$ cat src/rtl/parity_pkg.sv
// Shared constants for the raw-hits RAM parity scrubber.
// Holds FSM encodings, default widths and the saturating increment.
package parity_pkg;

   localparam int RAM_ADRB_DEF = 11;
   localparam int SAT_W        = 16;

   localparam logic [1:0] ST_IDLE  = 2'd0;
   localparam logic [1:0] ST_SWEEP = 2'd1;
   localparam logic [1:0] ST_DRAIN = 2'd2;
   localparam logic [1:0] ST_GAP   = 2'd3;

   function automatic logic [SAT_W-1:0] sat_inc(
      input logic [SAT_W-1:0] v
   );
      return (&v) ? v : v + 1'b1;
   endfunction

endpackage

$ cat src/rtl/parity_scrub_tag_pipe.sv
// Delay line that carries {valid, adr} of scrub reads
// alongside the RAM and parity latency.
module scrub_tag_pipe #(
   parameter int ADRB = 11,
   parameter int LAT  = 2
) (
   input  logic            clock,
   input  logic            global_reset_n,
   input  logic            issue_vld,
   input  logic [ADRB-1:0] issue_adr,
   output logic            tag_vld,
   output logic [ADRB-1:0] tag_adr
);

   logic [LAT-1:0]           vld_q;
   logic [LAT-1:0][ADRB-1:0] adr_q;

   always_ff @(posedge clock or negedge global_reset_n) begin
      if (!global_reset_n) begin
         vld_q <= '0;
         adr_q <= '0;
      end else begin
         vld_q[0] <= issue_vld;
         adr_q[0] <= issue_adr;
         for (int i = 1; i < LAT; i++) begin
            vld_q[i] <= vld_q[i-1];
            adr_q[i] <= adr_q[i-1];
         end
      end
   end

   assign tag_vld = vld_q[LAT-1];
   assign tag_adr = adr_q[LAT-1];

endmodule

$ cat src/rtl/parity_scrub.sv
// Background parity scrubber for the raw-hits RAM; shares the read
// port with the sequencer, which always wins arbitration.
module parity_scrub
   import parity_pkg::*;
#(
   parameter int RAM_ADRB = RAM_ADRB_DEF,
   parameter int RD_LAT   = 2,
   parameter int GAP_CNTB = 16
) (
   input  logic                clock,
   input  logic                global_reset_n,
   input  logic                scrub_en,
   input  logic                scrub_auto,
   input  logic [GAP_CNTB-1:0] scrub_gap,
   input  logic                scrub_start,
   input  logic                scrub_clr,
   input  logic                perr_en,
   input  logic                perr,
   input  logic                seq_rd_req,
   input  logic [RAM_ADRB-1:0] seq_rd_adr,
   output logic [RAM_ADRB-1:0] ram_rd_adr,
   output logic                seq_rd_gnt,
   output logic                scrub_busy,
   output logic                scrub_done,
   output logic [SAT_W-1:0]    scrub_pass_cnt,
   output logic [SAT_W-1:0]    scrub_err_cnt,
   output logic                scrub_err_vld,
   output logic [RAM_ADRB-1:0] scrub_err_adr
);

   localparam int DRW = $clog2(RD_LAT + 1);

   logic [1:0]          state;
   logic [RAM_ADRB-1:0] adr;
   logic [GAP_CNTB-1:0] gap_cnt;
   logic [DRW-1:0]      drn_cnt;
   logic                aborted;
   logic [SAT_W-1:0]    pass_cnt;
   logic [SAT_W-1:0]    err_cnt;
   logic                err_vld;
   logic [RAM_ADRB-1:0] err_adr;
   logic                run_ok;
   logic                rd_issue;
   logic                drn_last;
   logic                tag_vld;
   logic [RAM_ADRB-1:0] tag_adr;
   logic                err_hit;

   assign run_ok   = scrub_en && perr_en;
   assign rd_issue = (state == ST_SWEEP) && run_ok && !seq_rd_req;
   assign drn_last = (state == ST_DRAIN)
                  && (drn_cnt == DRW'(RD_LAT - 1));
   assign err_hit  = tag_vld && perr;

   assign seq_rd_gnt = seq_rd_req;
   assign ram_rd_adr = seq_rd_req ? seq_rd_adr : adr;

   assign scrub_busy     = (state == ST_SWEEP) || (state == ST_DRAIN);
   assign scrub_done     = drn_last && !aborted;
   assign scrub_pass_cnt = pass_cnt;
   assign scrub_err_cnt  = err_cnt;
   assign scrub_err_vld  = err_vld;
   assign scrub_err_adr  = err_adr;

   scrub_tag_pipe #(
      .ADRB (RAM_ADRB),
      .LAT  (RD_LAT)
   ) u_tag (
      .clock          (clock),
      .global_reset_n (global_reset_n),
      .issue_vld      (rd_issue),
      .issue_adr      (adr),
      .tag_vld        (tag_vld),
      .tag_adr        (tag_adr)
   );

   always_ff @(posedge clock or negedge global_reset_n) begin
      if (!global_reset_n) begin
         state   <= ST_IDLE;
         adr     <= '0;
         gap_cnt <= '0;
         drn_cnt <= '0;
         aborted <= 1'b0;
      end else begin
         unique case (state)
            ST_IDLE: begin
               if ((scrub_start || scrub_auto) && run_ok) begin
                  state <= ST_SWEEP;
                  adr   <= '0;
               end
            end
            ST_SWEEP: begin
               if (!run_ok) begin
                  state   <= ST_DRAIN;
                  drn_cnt <= '0;
                  aborted <= 1'b1;
               end else if (rd_issue) begin
                  adr <= adr + 1'b1;
                  if (&adr) begin
                     state   <= ST_DRAIN;
                     drn_cnt <= '0;
                     aborted <= 1'b0;
                  end
               end
            end
            ST_DRAIN: begin
               if (drn_last) begin
                  if (!aborted && scrub_auto) begin
                     state   <= ST_GAP;
                     gap_cnt <= scrub_gap;
                  end else begin
                     state <= ST_IDLE;
                  end
               end else begin
                  drn_cnt <= drn_cnt + 1'b1;
               end
            end
            ST_GAP: begin
               // a gap of N idles N cycles; 0 and 1 both give one cycle
               if (!scrub_en || !scrub_auto) begin
                  state <= ST_IDLE;
               end else if (gap_cnt < GAP_CNTB'(2)) begin
                  state <= perr_en ? ST_SWEEP : ST_IDLE;
                  adr   <= '0;
               end else begin
                  gap_cnt <= gap_cnt - 1'b1;
               end
            end
            default: state <= ST_IDLE;
         endcase
      end
   end

   always_ff @(posedge clock or negedge global_reset_n) begin
      if (!global_reset_n) begin
         pass_cnt <= '0;
         err_cnt  <= '0;
         err_vld  <= 1'b0;
         err_adr  <= '0;
      end else if (scrub_clr) begin
         pass_cnt <= '0;
         err_cnt  <= '0;
         err_vld  <= 1'b0;
         err_adr  <= '0;
      end else begin
         if (err_hit) begin
            err_cnt <= sat_inc(err_cnt);
            if (!err_vld) begin
               err_vld <= 1'b1;
               err_adr <= tag_adr;
            end
         end
         if (scrub_done) begin
            pass_cnt <= sat_inc(pass_cnt);
         end
      end
   end

endmodule

$ cat config.mk
export PLATFORM = sky130hd
export DESIGN_NAME = parity_scrub
export DESIGN_NICKNAME = d
export VERILOG_FILES = /design/src/rtl/parity_pkg.sv /design/src/rtl/parity_scrub_tag_pipe.sv /design/src/rtl/parity_scrub.sv
export SDC_FILE = /design/constraint.sdc
export NUM_CORES = 1
export LEC_CHECK = 0
export CELL_PAD_IN_SITES_DETAIL_PLACEMENT = 1
export CELL_PAD_IN_SITES_GLOBAL_PLACEMENT = 1
export CORE_MARGIN = 3
export CORE_UTILIZATION = 37
export DETAILED_ROUTE_END_ITERATION = 16
export PLACE_DENSITY = 0.84
export REMOVE_ABC_BUFFERS = 1
export SLEW_MARGIN = 20
export SYNTH_ARGS = -nofsm -noshare
export SYNTH_HDL_FRONTEND = slang
export SYNTH_SLANG_ARGS = --single-unit
$ cat constraint.sdc
create_clock -name clock -period 2.2 [get_ports clock]
set_input_delay 0.44 -clock clock [delete_from_list [all_inputs] [get_ports clock]]
set_output_delay 0.44 -clock clock [all_outputs]
set_load 0.01 [all_outputs]
## Word-level counts from Yosys, hierarchy flattened

Index checks and enable logic that the tools add are counted.

- $add $sub $neg: 5
- Order comparisons: 1
- Equality and inequality tests: 21
- Muxes and demuxes: 41
- Reductions and logical operators: 32

Operators with widths:

| operator | count |
|---|---|
| 2-to-1 mux 16 bit | 10 |
| 2-to-1 mux 11 bit | 9 |
| case mux 11 bit (3 select lines) | 1 |
| adder 16 x 1 -> 16 bit (second input constant) | 2 |
| case mux 16 bit (2 select lines) | 1 |
| AND reduction 16 bit | 2 |
| 2-to-1 mux 2 bit | 12 |
| inequality test 2 bit (second input constant) | 10 |
| < comparator 16 x 2 -> 1 bit (second input constant) | 1 |
| subtractor 16 x 1 -> 16 bit (second input constant) | 1 |
| adder 11 x 1 -> 11 bit (second input constant) | 1 |
| AND reduction 11 bit | 1 |
| AND reduction 5 bit | 2 |
| logical AND 1 bit | 8 |
| inequality test 2 x 1 -> 1 bit (second input constant) | 4 |
| case mux 2 bit (4 select lines) | 1 |
| nonzero test 2 bit | 4 |
| 2-to-1 mux 1 bit | 6 |
| inequality test 3 x 2 -> 1 bit (second input constant) | 2 |
| AND reduction 2 bit | 3 |
| AND reduction 6 bit | 1 |
| equality test 2 x 1 -> 1 bit (second input constant) | 2 |
| equality test 2 bit (second input constant) | 2 |
| logical NOT 1 bit | 4 |
| other kinds (8) | 10 |

- Flip-flop bits (word level): 100
- Bits of input ports: 36
- Output and inout port bits: 58
- Logic and storage cells: 112

## Logic depth before layout (Yosys ltp)

Gate-level depths: netlist (run 1).

- Word-level depth: 6
- Gate-level depth with buffers: 9
- Mapped depth without buffers: 7

## By module

Synthesis (run 1) repeated with hierarchy kept, for this count alone.

- Cells, all modules: 502
- Area total of the unflattened synthesis: 5103.6 um2

Modules (own cells, without submodules):

| module | instances | cells an instance | area an instance (um2) | sequential area each (um2) |
|---|---|---|---|---|
| parity_scrub | 1 | 467 | 4420.5 | 1901.8 |
| scrub_tag_pipe | 1 | 35 | 683.2 | 600.6 |

## Least setup slack after synthesis (run 1)

OpenSTA, ideal clock, no wires.

- Kind: reg-to-reg
- Start point: register gap_cnt[13]
- End point: register adr[8]
- Library setup time: 0.104 ns
- Data arrival time: 2.086 ns
- Data required time: 2.096 ns
- Slack: 0.010 ns
- Cell stages (with the launch flop): 7
- Buffers on the path: 1
- Period minus slack after synthesis: 2.190 ns
- Cells stage by stage: dfrtp_1 or4_4 nand4b_4 o21a_1 or3_1 buf_2 o41ai_2

- Word-level cells in the longest chain between the ends: 3

RTL lines:

| element | line | RTL |
|---|---|---|
| from (decl) | parity_scrub.sv:35 | `logic [GAP_CNTB-1:0] gap_cnt;` |
| from (signal assigned) | parity_scrub.sv:110 | `gap_cnt <= scrub_gap;` |
| from (signal assigned) | parity_scrub.sv:126 | `gap_cnt <= gap_cnt - 1'b1;` |
| < comparator 16 x 2 -> 1 bit | parity_scrub.sv:122 | `end else if (gap_cnt < GAP_CNTB'(2)) begin` |
| inequality test 2 bit (no line) | n/a |  |
| AND reduction 6 bit (no line) | n/a |  |
| to (signal assigned) | parity_scrub.sv:98 | `adr <= adr + 1'b1;` |
| to (decl) | parity_scrub.sv:34 | `logic [RAM_ADRB-1:0] adr;` |

Every way passes these cells.
A chain may end at the register's enable or synchronous reset.

## Worst setup path after layout (run 1)

- Start point: register gap_cnt[10]
- End point: register adr[8]

The elaborated chain is that of the path after synthesis.

==> results.md, run 1 <==
- Status: finished, violations left
- Failing checks: negative setup slack
- Initial DRC Count: 323
- Pre-antenna DRT Iters: 4
- Clock sinks: 100
- Fin area: about 7000 um2
- Reg2reg setup slack: -0.005 ns
- Max capacitance violation total: 0
- Total track usage: 21.5%
- Synthesized cell area: 5020 um2
- Startpoint types: register
- Worst min path class: in2async
- FF-to-FF path depth: 5
- Seq/Total Area, Yosys: about 50%
- Cells after Synth: 495
- Most frequent cells in the layout: 100 x dfrtp_1, 87 x clkdlybuf4s50_1, 71 x buf_4
- Total gr overflow: 0
- Placed cell area: 6580 um2
- IO Count: 94
- Max clock buf depth: 2
- Crit path cell chain: or4_4 -> nand4b_4 -> o21a_4 -> or3_4 -> o41ai_4
- Antenna diode count: 0
- Routability cong.: around 0.9
- R2r startpoint: gap_cnt[10]
- RSZ-0062 raised after global routing: yes
- Ys Warns: 0
- Static Leakage: 0.00308 uW
- Final setup margin: -0.00530 ns
- Nets: about 690
- Fin crit period: between 2 and 2.5 ns
- Clock slew at reported path FFs: 0.08 ns
- Hold Slack: a little under 0.09 ns
- Worst-path fanout max: 5
- Slew margin rel.: 51.3%
- Clock root cell: clkbuf_16
- Routed Antenna Nets: 0
- CTS buffer count: 9
- FFs w/ async S/R, synth: 100%
- Row count: 41
- Pwr Density: 863 nW/um2
- Layout area overhead: 40.1%
- DR DRC count: 0
- Commonest non-fill, non-tap cell in the layout: dfrtp_1
- Vias: 4650
- Final WL: 16000 um
- CTS tree: built
- Share of layout cells above drive strength 1: between 10% and 20%
- Post-DP HPWL: 11300 um
- H-tree Lvls: 3
- Final setup fails: 1
- Distinct cells, synth: 61
- Worst EP required: ~2.5 ns
- Routed WL per cell: 19.4 um
- Vias per cell: 5.64
- Max Transition Viols Final: 0
- Cts hold-fix bufs: 0
- Kind of critical path: reg2reg
- FF+latch count, synth: 100
- DIE AREA: 15000 um2
- CORE AREA: 12900 um2
- WP data arrival: roughly 2.5 ns
- Die X: 122 um
- First-pass GRT wire length: 25400 um
- Top_reg_cell synth: dfrtp_1
- Final Hold Viols: 0
- Starting Density: 38.8%
- Synth Area per Inst: just over 10 um2
- Number of global-route vias before repair: ~4900
- I/O Buffers: 93
- Initial antenna violation count: 0
- Period Utilization, post-route: 100%
- Die Y: 122 um
- Worst Setup End Kind: register
- Skew final: 0.0120 ns
- Largest net degree at the start of global routing: 48
- Worst-skew pair later-pin latency: between 0.3 and 0.4 ns
- CP max stage cell: or4_4
- Setup crit start: gap_cnt[10]
- Peak Freq: 453 MHz
- Peak supply drop: 0.000471 V
- EDFF count, synth: 0
- Worst-margin pin slew: 0.728 ns
- Critical Path Max Stage Delay: ~0.55 ns
-- critical path, delay by kind of cell (launching register included) --
family | cells | cell delay [ns]
AND/OR/NAND/NOR | 3 | 1.22
AO/OA/AOI/OAI | 2 | 0.50
flip-flops | 1 | 0.38
-- cell families after synthesis --
group / Yosys count / share of synthesized area, %
compound gates: 110 / 15.8
xor+xnor: 25 / 4.36
fa+ha+maj: 10 / 2.49
buf+inv: 37 / 2.87
flops: 100 / 49.8
mux: 23 / 4.88
simple gates: 190 / 19.7
-- Yosys cell counts (5+ instances only) --
library cell / instances / share of area [%]
a211oi_1: 7 / 1.0
a21oi_1: 17 / 1.7
a22o_1: 13 / 2.3
and2_1: 5 / 0.62
and3_1: 8 / 1.0
clkbuf_1: 20 / 1.5
dfrtp_1: 100 / 50
ha_1: 10 / 2.5
inv_1: 11 / 0.82
mux2_2: 12 / 2.7
mux2i_1: 11 / 2.2
nand2_1: 33 / 2.5
nand2b_1: 6 / 0.75
nand3_1: 21 / 2.1
nand4_1: 15 / 1.9
nor2_1: 56 / 4.2
nor3_1: 11 / 1.1
nor4_1: 6 / 0.75
o21ai_0: 15 / 1.5
o22ai_1: 9 / 1.1
o31ai_1: 13 / 1.9
or3_1: 6 / 0.75
xnor2_1: 20 / 3.5
xor2_1: 5 / 0.87
-- sequential cells by signal, indices dropped and copies added, names as in the netlist --
register,cells
aborted,1
adr,11
drn_cnt,2
gap_cnt,16
scrub_err_adr,11
scrub_err_cnt,16
scrub_err_vld,1
scrub_pass_cnt,16
state,2
u_tag.adr_q,11
u_tag.tag_adr,11
u_tag.vld_q,2
-- final cells by class --
cell class                      instances  area, um2
Multi-Input combinational cell        359       2470
Clock buffer                           11        243
Inverter                               12       45.0
Tap cell                              172        215
Sequential cell                       100       2500
Timing Repair Buffer                  166       1520
Clock inverter                          5       42.5
Fill cell                            1420       5890
-- per-layer routing --
| metal | GRT usage (%) | wire length [um] |
|---|---|---|
| met1 | 26.6 | 6780 |
| met2 | 38.6 | 8450 |
| met3 | 3.00 | 529 |
| met4 | 7.00 | 252 |
| met5 | 0 | 0 |
-- path summary, 6_finish.rpt --
check,to
max in group asynchronous,gap_cnt[12]
min in group clock,u_tag.tag_adr[9]
min,scrub_err_adr[3]
max reg2reg,adr[8]
min reg2reg,u_tag.tag_adr[9]
max,adr[8]
-- per-stage QoR --
stage               std cells  total power (uW)  setup slack [ns]  util, %   TNS, ns
floorplan                 470              3230            -0.181        -    -0.687
global placement          802              4070            -0.299     50.9     -5.25
detailed placement        802              4230            -0.444     50.9     -7.10
CTS                       821              5920           -0.0378     53.4   -0.0378
global route              825              6360           -0.0578     54.4    -0.184
finish                    825              6070          -0.00530     54.4  -0.00530
-- report_power, final --
group / switching (uW) / leakage [uW] / internal [uW] / total [uW]
Clock: 759 / 0.000137 / 814 / 1570
Combinational: 1230 / 0.00159 / 1050 / 2280
Sequential: 160 / 0.00135 / 2060 / 2220
-- repair_timing --
item / 4_1_cts / 5_1_grt
setup buffers: 3 / 2
endpoints found under the setup margin: 23 / 8
gates cloned: 0 / 2
gates resized for setup: 10 / 17
pin swaps: 1 / 8
No activity file was read; power rests on OpenSTA's default activity.
==> run 2, diff against run 1 <==
Settings changed: PLACE_DENSITY 0.84 to not set, PLACE_DENSITY_LB_ADDON set to 0.1.
==> run 2 against run 1 <==
Compared with the run above: the run still ends with negative setup slack left; critical path depth up 1; utilization down 0.49 points; sequential share of layout area up 0.34 points; combinational power down 11%; critical path type unchanged.
==> results.md, run 2 (synthesized netlist as in run 1, its figures left out) <==
- Worst min path class: in2async
- Most frequent cells in the layout: 99 x dfrtp_1, 88 x clkdlybuf4s50_1, 65 x buf_4
- Kind of critical path: reg2reg
- RSZ-0062 raised after global routing: yes
- IO Count: 94
- Worst-path fanout max: 12
- Static Leakage: just over 0.003 uW
- Slew margin rel.: between 50% and 60%
- DIE AREA: around 15000 um2
- CTS tree: built
- Clock sinks: 100
- Status: finished, violations left
- Reg2reg setup slack: -0.001 ns
- CORE AREA: 12900 um2
- Startpoint types: register
- Die Y: 122 um
- Placed Cells: 801
- Die X: 122 um
- Starting Density: 38.8%
- Pwr Density: ~850 nW/um2
- CTS buffer count: 9
- Initial DRC Count: 246
- Peak Freq: 454 MHz
- H-tree Lvls: 3
- Final setup margin: -0.00137 ns
- Fillcell total: 1457
- Skew final: 0.00709 ns
- Max capacitance violation total: 0
- Total track usage: 19.8%
- Clock root cell: clkbuf_16
- Period Utilization, post-route: 100%
- Post-DP HPWL: between 10000 and 15000 um
- Initial antenna violation count: 0
- Placed cell area: 6590 um2
- Final WL: 14300 um
- Final setup fails: 1
- Number of global-route vias before repair: 4630
- Fin cells: 818
- Pre-antenna DRT Iters: 5
- Routed Antenna Nets: 0
- Vias: 4428
- Vias per cell: 5.41
- Commonest non-fill, non-tap cell in the layout: dfrtp_1
- WP data arrival: 2.44 ns
- Share of layout cells above drive strength 1: 17.8%
- Clock slew at reported path FFs: 0.07 ns
- Worst-skew pair later-pin latency: ~0.35 ns
- I/O Buffers: 93
- Antenna diode count: 0
- DR DRC count: 0
- Nets: just under 700
- Total gr overflow: 0
- Hold Slack: roughly 0.044 ns
- Routed WL per cell: between 15 and 20 um
- Max clock buf depth: 2
- Failing checks: negative setup slack
- Max Transition Viols Final: 0
- Fin area: 6970 um2
- Peak supply drop: 0.000440 V
- Row count: 41
- Layout area overhead: 38.8%
- Worst EP required: 2.44 ns
- R2r startpoint: gap_cnt[13]
- FF-to-FF End: adr[10]
- Setup TNS: -0.00137 ns
- Largest net degree at the start of global routing: 53
- Fin crit period: 2.20 ns
- Worst Setup End Kind: register
- FF-to-FF path depth: 6
- Routability cong.: 0.880
- First-pass GRT wire length: 23800 um
- Final Hold Viols: 0
- Worst-margin pin slew: 0.717 ns
[run 2: worst max-delay path, stage by stage (launching register included)]
cell and delay [ns]:
dfrtp_1 0.38, or4_4 0.55, nand4b_4 0.19, o21a_1 0.23, buf_4 0.19, or2_2 0.32
a22o_1 0.23
[run 2: what timing repair did]
action	CTS	global route
pin swaps	3	1
hold buffers	0	0
gates resized for setup	13	10
buffers inserted	0	1
endpoints found under the setup margin	22	24
[run 2: metrics by stage]
step	utilization [%]	worst slack (ns)	total power (uW)
final	53.9	-0.00137	5920
after global routing	53.9	-0.0839	6280
after CTS	53.5	-0.0188	5910
after detailed placement	50.9	-0.315	4190
after global placement	50.9	-0.215	4090
after floorplan	-	-0.181	3230
[run 2: layer usage]
layer	GRT usage, %	part of all wire [%]	vias to the layer above
li1	-	-	2118
met1	27.2	47	2206
met2	32.7	49	88
met3	3.18	3.3	16
met4	4.97	0.93	0
met5	0	0	-
[run 2: how the worst max path moves through the flow]
| stage | start | to | cells past startpoint |
|---|---|---|---|
| after floorplan | gap_cnt[13] | adr[8] | 5 |
| after global placement | scrub_en | adr[8] | 5 |
| after detailed placement | scrub_en | adr[8] | 5 |
| after CTS | gap_cnt[13] | adr[8] | 5 |
| after global routing | gap_cnt[13] | adr[8] | 5 |
| final | gap_cnt[13] | adr[10] | 6 |
[run 2: final cells by class]
cell class	count	area (um2)	share of cell area, %
Clock inverter	6	71.3	1.02
Timing Repair Buffer	160	1460	20.9
Sequential cell	100	2500	35.9
Inverter	12	45.0	0.646
Multi-Input combinational cell	358	2440	35.0
Tap cell	172	215	3.09
Clock buffer	10	239	3.43
[run 2: where the power goes]
group	leakage, uW	switching [uW]	internal (uW)
combinational	0.00152	1090	950
sequential	0.00135	167	2060
clock	0.000151	731	926
total	0.00302	1990	3930
==> RTL change, RTL diff (flow settings as in run 2) <==
Register the output `scrub_pass_cnt` once more, without a reset; this adds one clock of latency there. The other outputs are not delayed to match.
--- a/src/rtl/parity_scrub.sv
+++ b/src/rtl/parity_scrub.sv
@@ -57,7 +57,9 @@
 
    assign scrub_busy     = (state == ST_SWEEP) || (state == ST_DRAIN);
    assign scrub_done     = drn_last && !aborted;
-   assign scrub_pass_cnt = pass_cnt;
+   always_ff @(posedge clock) begin
+      scrub_pass_cnt <= pass_cnt;
+   end
    assign scrub_err_cnt  = err_cnt;
    assign scrub_err_vld  = err_vld;
    assign scrub_err_adr  = err_adr;
Behaviour: same outputs for any inputs over 10 cycles, from zero or initial values and one cycle with global_reset_n low; that may be too few to reach the edited logic, so the function may still have changed.
==> RTL change against run 2 <==
- the run still ends with negative setup slack left
- highest routed layer unchanged
- non-clock buffer count fell by 6
- cell area rose by 13%
- critical path depth did not move
- routed wire length rose by 13%
- clock power rose by 88%
- critical path type unchanged
- synthesized cell count rose by 5.5%
- via count rose by 8.0%
- sequential cell count rose by 16
- area after synthesis rose by 7.2%
- final cell count rose by 5.9%
- clock skew rose by 0.0076 ns
- total power rose by 33%
- maximum frequency fell by 4.9%
- setup slack got worse by 0.11 ns
==> RTL change: results <==
[sta]
setup_viol = 20
tns_ns = -0.9979
setup_ws_ns = -0.1140
max_slew.worst_pin.slew_ns = 0.7092
skew_ns = 0.01473

[grt]
use_met1 = 0.2615
grt_pass1_wl_um = 26160
grt_util_met3 = 0.04884
grtUsageMet2 = 0.3415
grtUsageTotal = 0.2032
grt_pass1_vias = 4870

[yosys]
synth.distinct_cells = 60
seq_area_frac_synth = 0.5245
synth_common_cells = dfrtp_1 (100), nor2_1 (46), nand2_1 (29)
postSynth.asyncResetShare = 0.8621

[clock_network]
numCtsBuffers = 17
cts_htree_levels = 4
clkLatencyLatePin_ns = 0.42

[power]
p_leak_nw = 3.429
ir_drop_v = 0.0006263

[route]
num_vias = 4783
drtPass1Iterations = 4
dr.first_iter.drc_count = 226

[run_status]
violations = negative setup slack
outcome = complete, but fails checks

[place]
place_congestion = 0.8317
dp_hpwl_um = 10500

[worst_setup_path]
path_max_fanout = 5
RTL change: cell count changes after synthesis, moves of 5 or more:
cell      change
nor4_1        +5
nor2_1       -10
nor3_1        +8
a211oi_1      -6
dfxtp_1      +16
o211ai_1     +10
inv_1         +8
xnor2_1       -6
o41ai_1       +5
RTL change: cell families (layout without fill, tap and decap cells):
group,after synthesis,after routing,share of synthesized area
adders and majority gates,9,9,0.02093
buffers and inverters,45,206,0.03488
muxes,21,21,0.04185
xor gates and xnor gates,23,23,0.03743
and+or+nand+nor,193,194,0.1886
AOI/OAI and AO/OA,115,117,0.1518
DFF,116,116,0.5245
RTL change: area by class of cell:
class / count / area (sq um)
clock inverter: 2 / 35.03
fill: 1480 / 6140
clock buffer: 30 / 661.9
timing repair buffer: 154 / 1410
sequential: 116 / 2825
tap: 180 / 225.2
multi-input combinational: 364 / 2666
inverter: 20 / 78.83
RTL change: worst paths after layout:
kind / from / end / cells past startpoint
setup / recovery: gap_cnt[12] / adr[2] / 6
hold / removal: global_reset_n / scrub_err_cnt[4] / 1
setup reg to reg: gap_cnt[12] / adr[2] / 6
hold reg to reg: u_tag.adr_q[3] / u_tag.tag_adr[3] / 0
max in group asynchronous: global_reset_n / gap_cnt[1] / 2
min in group clock: u_tag.adr_q[3] / u_tag.tag_adr[3] / 0
RTL change: power by group:
group          switching [mW]  total [mW]  internal [mW]
sequential              0.176        2.49           2.31
clock                   0.973        3.12           2.15
combinational            1.30        2.29          0.984
RTL change: repair_timing:
action                     CTS  global route
resized for setup           42            26
hold buffers                 0             0
pin swaps                   18            20
gates cloned                 1             2
setup endpoints to repair   40            29
setup buffers                1            10
RTL change: critical path, cell delays in order (launching register included):
cell and delay, ns:
dfrtp_1 0.37, or4_4 0.56, buf_4 0.16, or4_4 0.46
o21a_4 0.29, o31ai_4 0.24, o31ai_1 0.10
RTL change: metal layers:
layer  up-vias  wire length (um)
li1       2240                 -
met1      2434              7039
met2        91              8441
met3        18               566
met4         0               184
met5         -                 0
RTL change: stage by stage:
stage | instances | area, sq um | hold WS (ns) | worst slack, ns
2_1_floorplan | 497 | 5269 | 0.1444 | -0.2540
3_3_place_gp | 820 | 6823 | 0.3327 | -0.1455
3_5_place_dp | 820 | 6823 | 0.3363 | -0.1847
4_1_cts | 854 | 7675 | 0.008441 | -0.08113
5_1_grt | 866 | 7903 | 0.02769 | -0.1713
6_report | 866 | 7903 | 0.0001388 | -0.1140
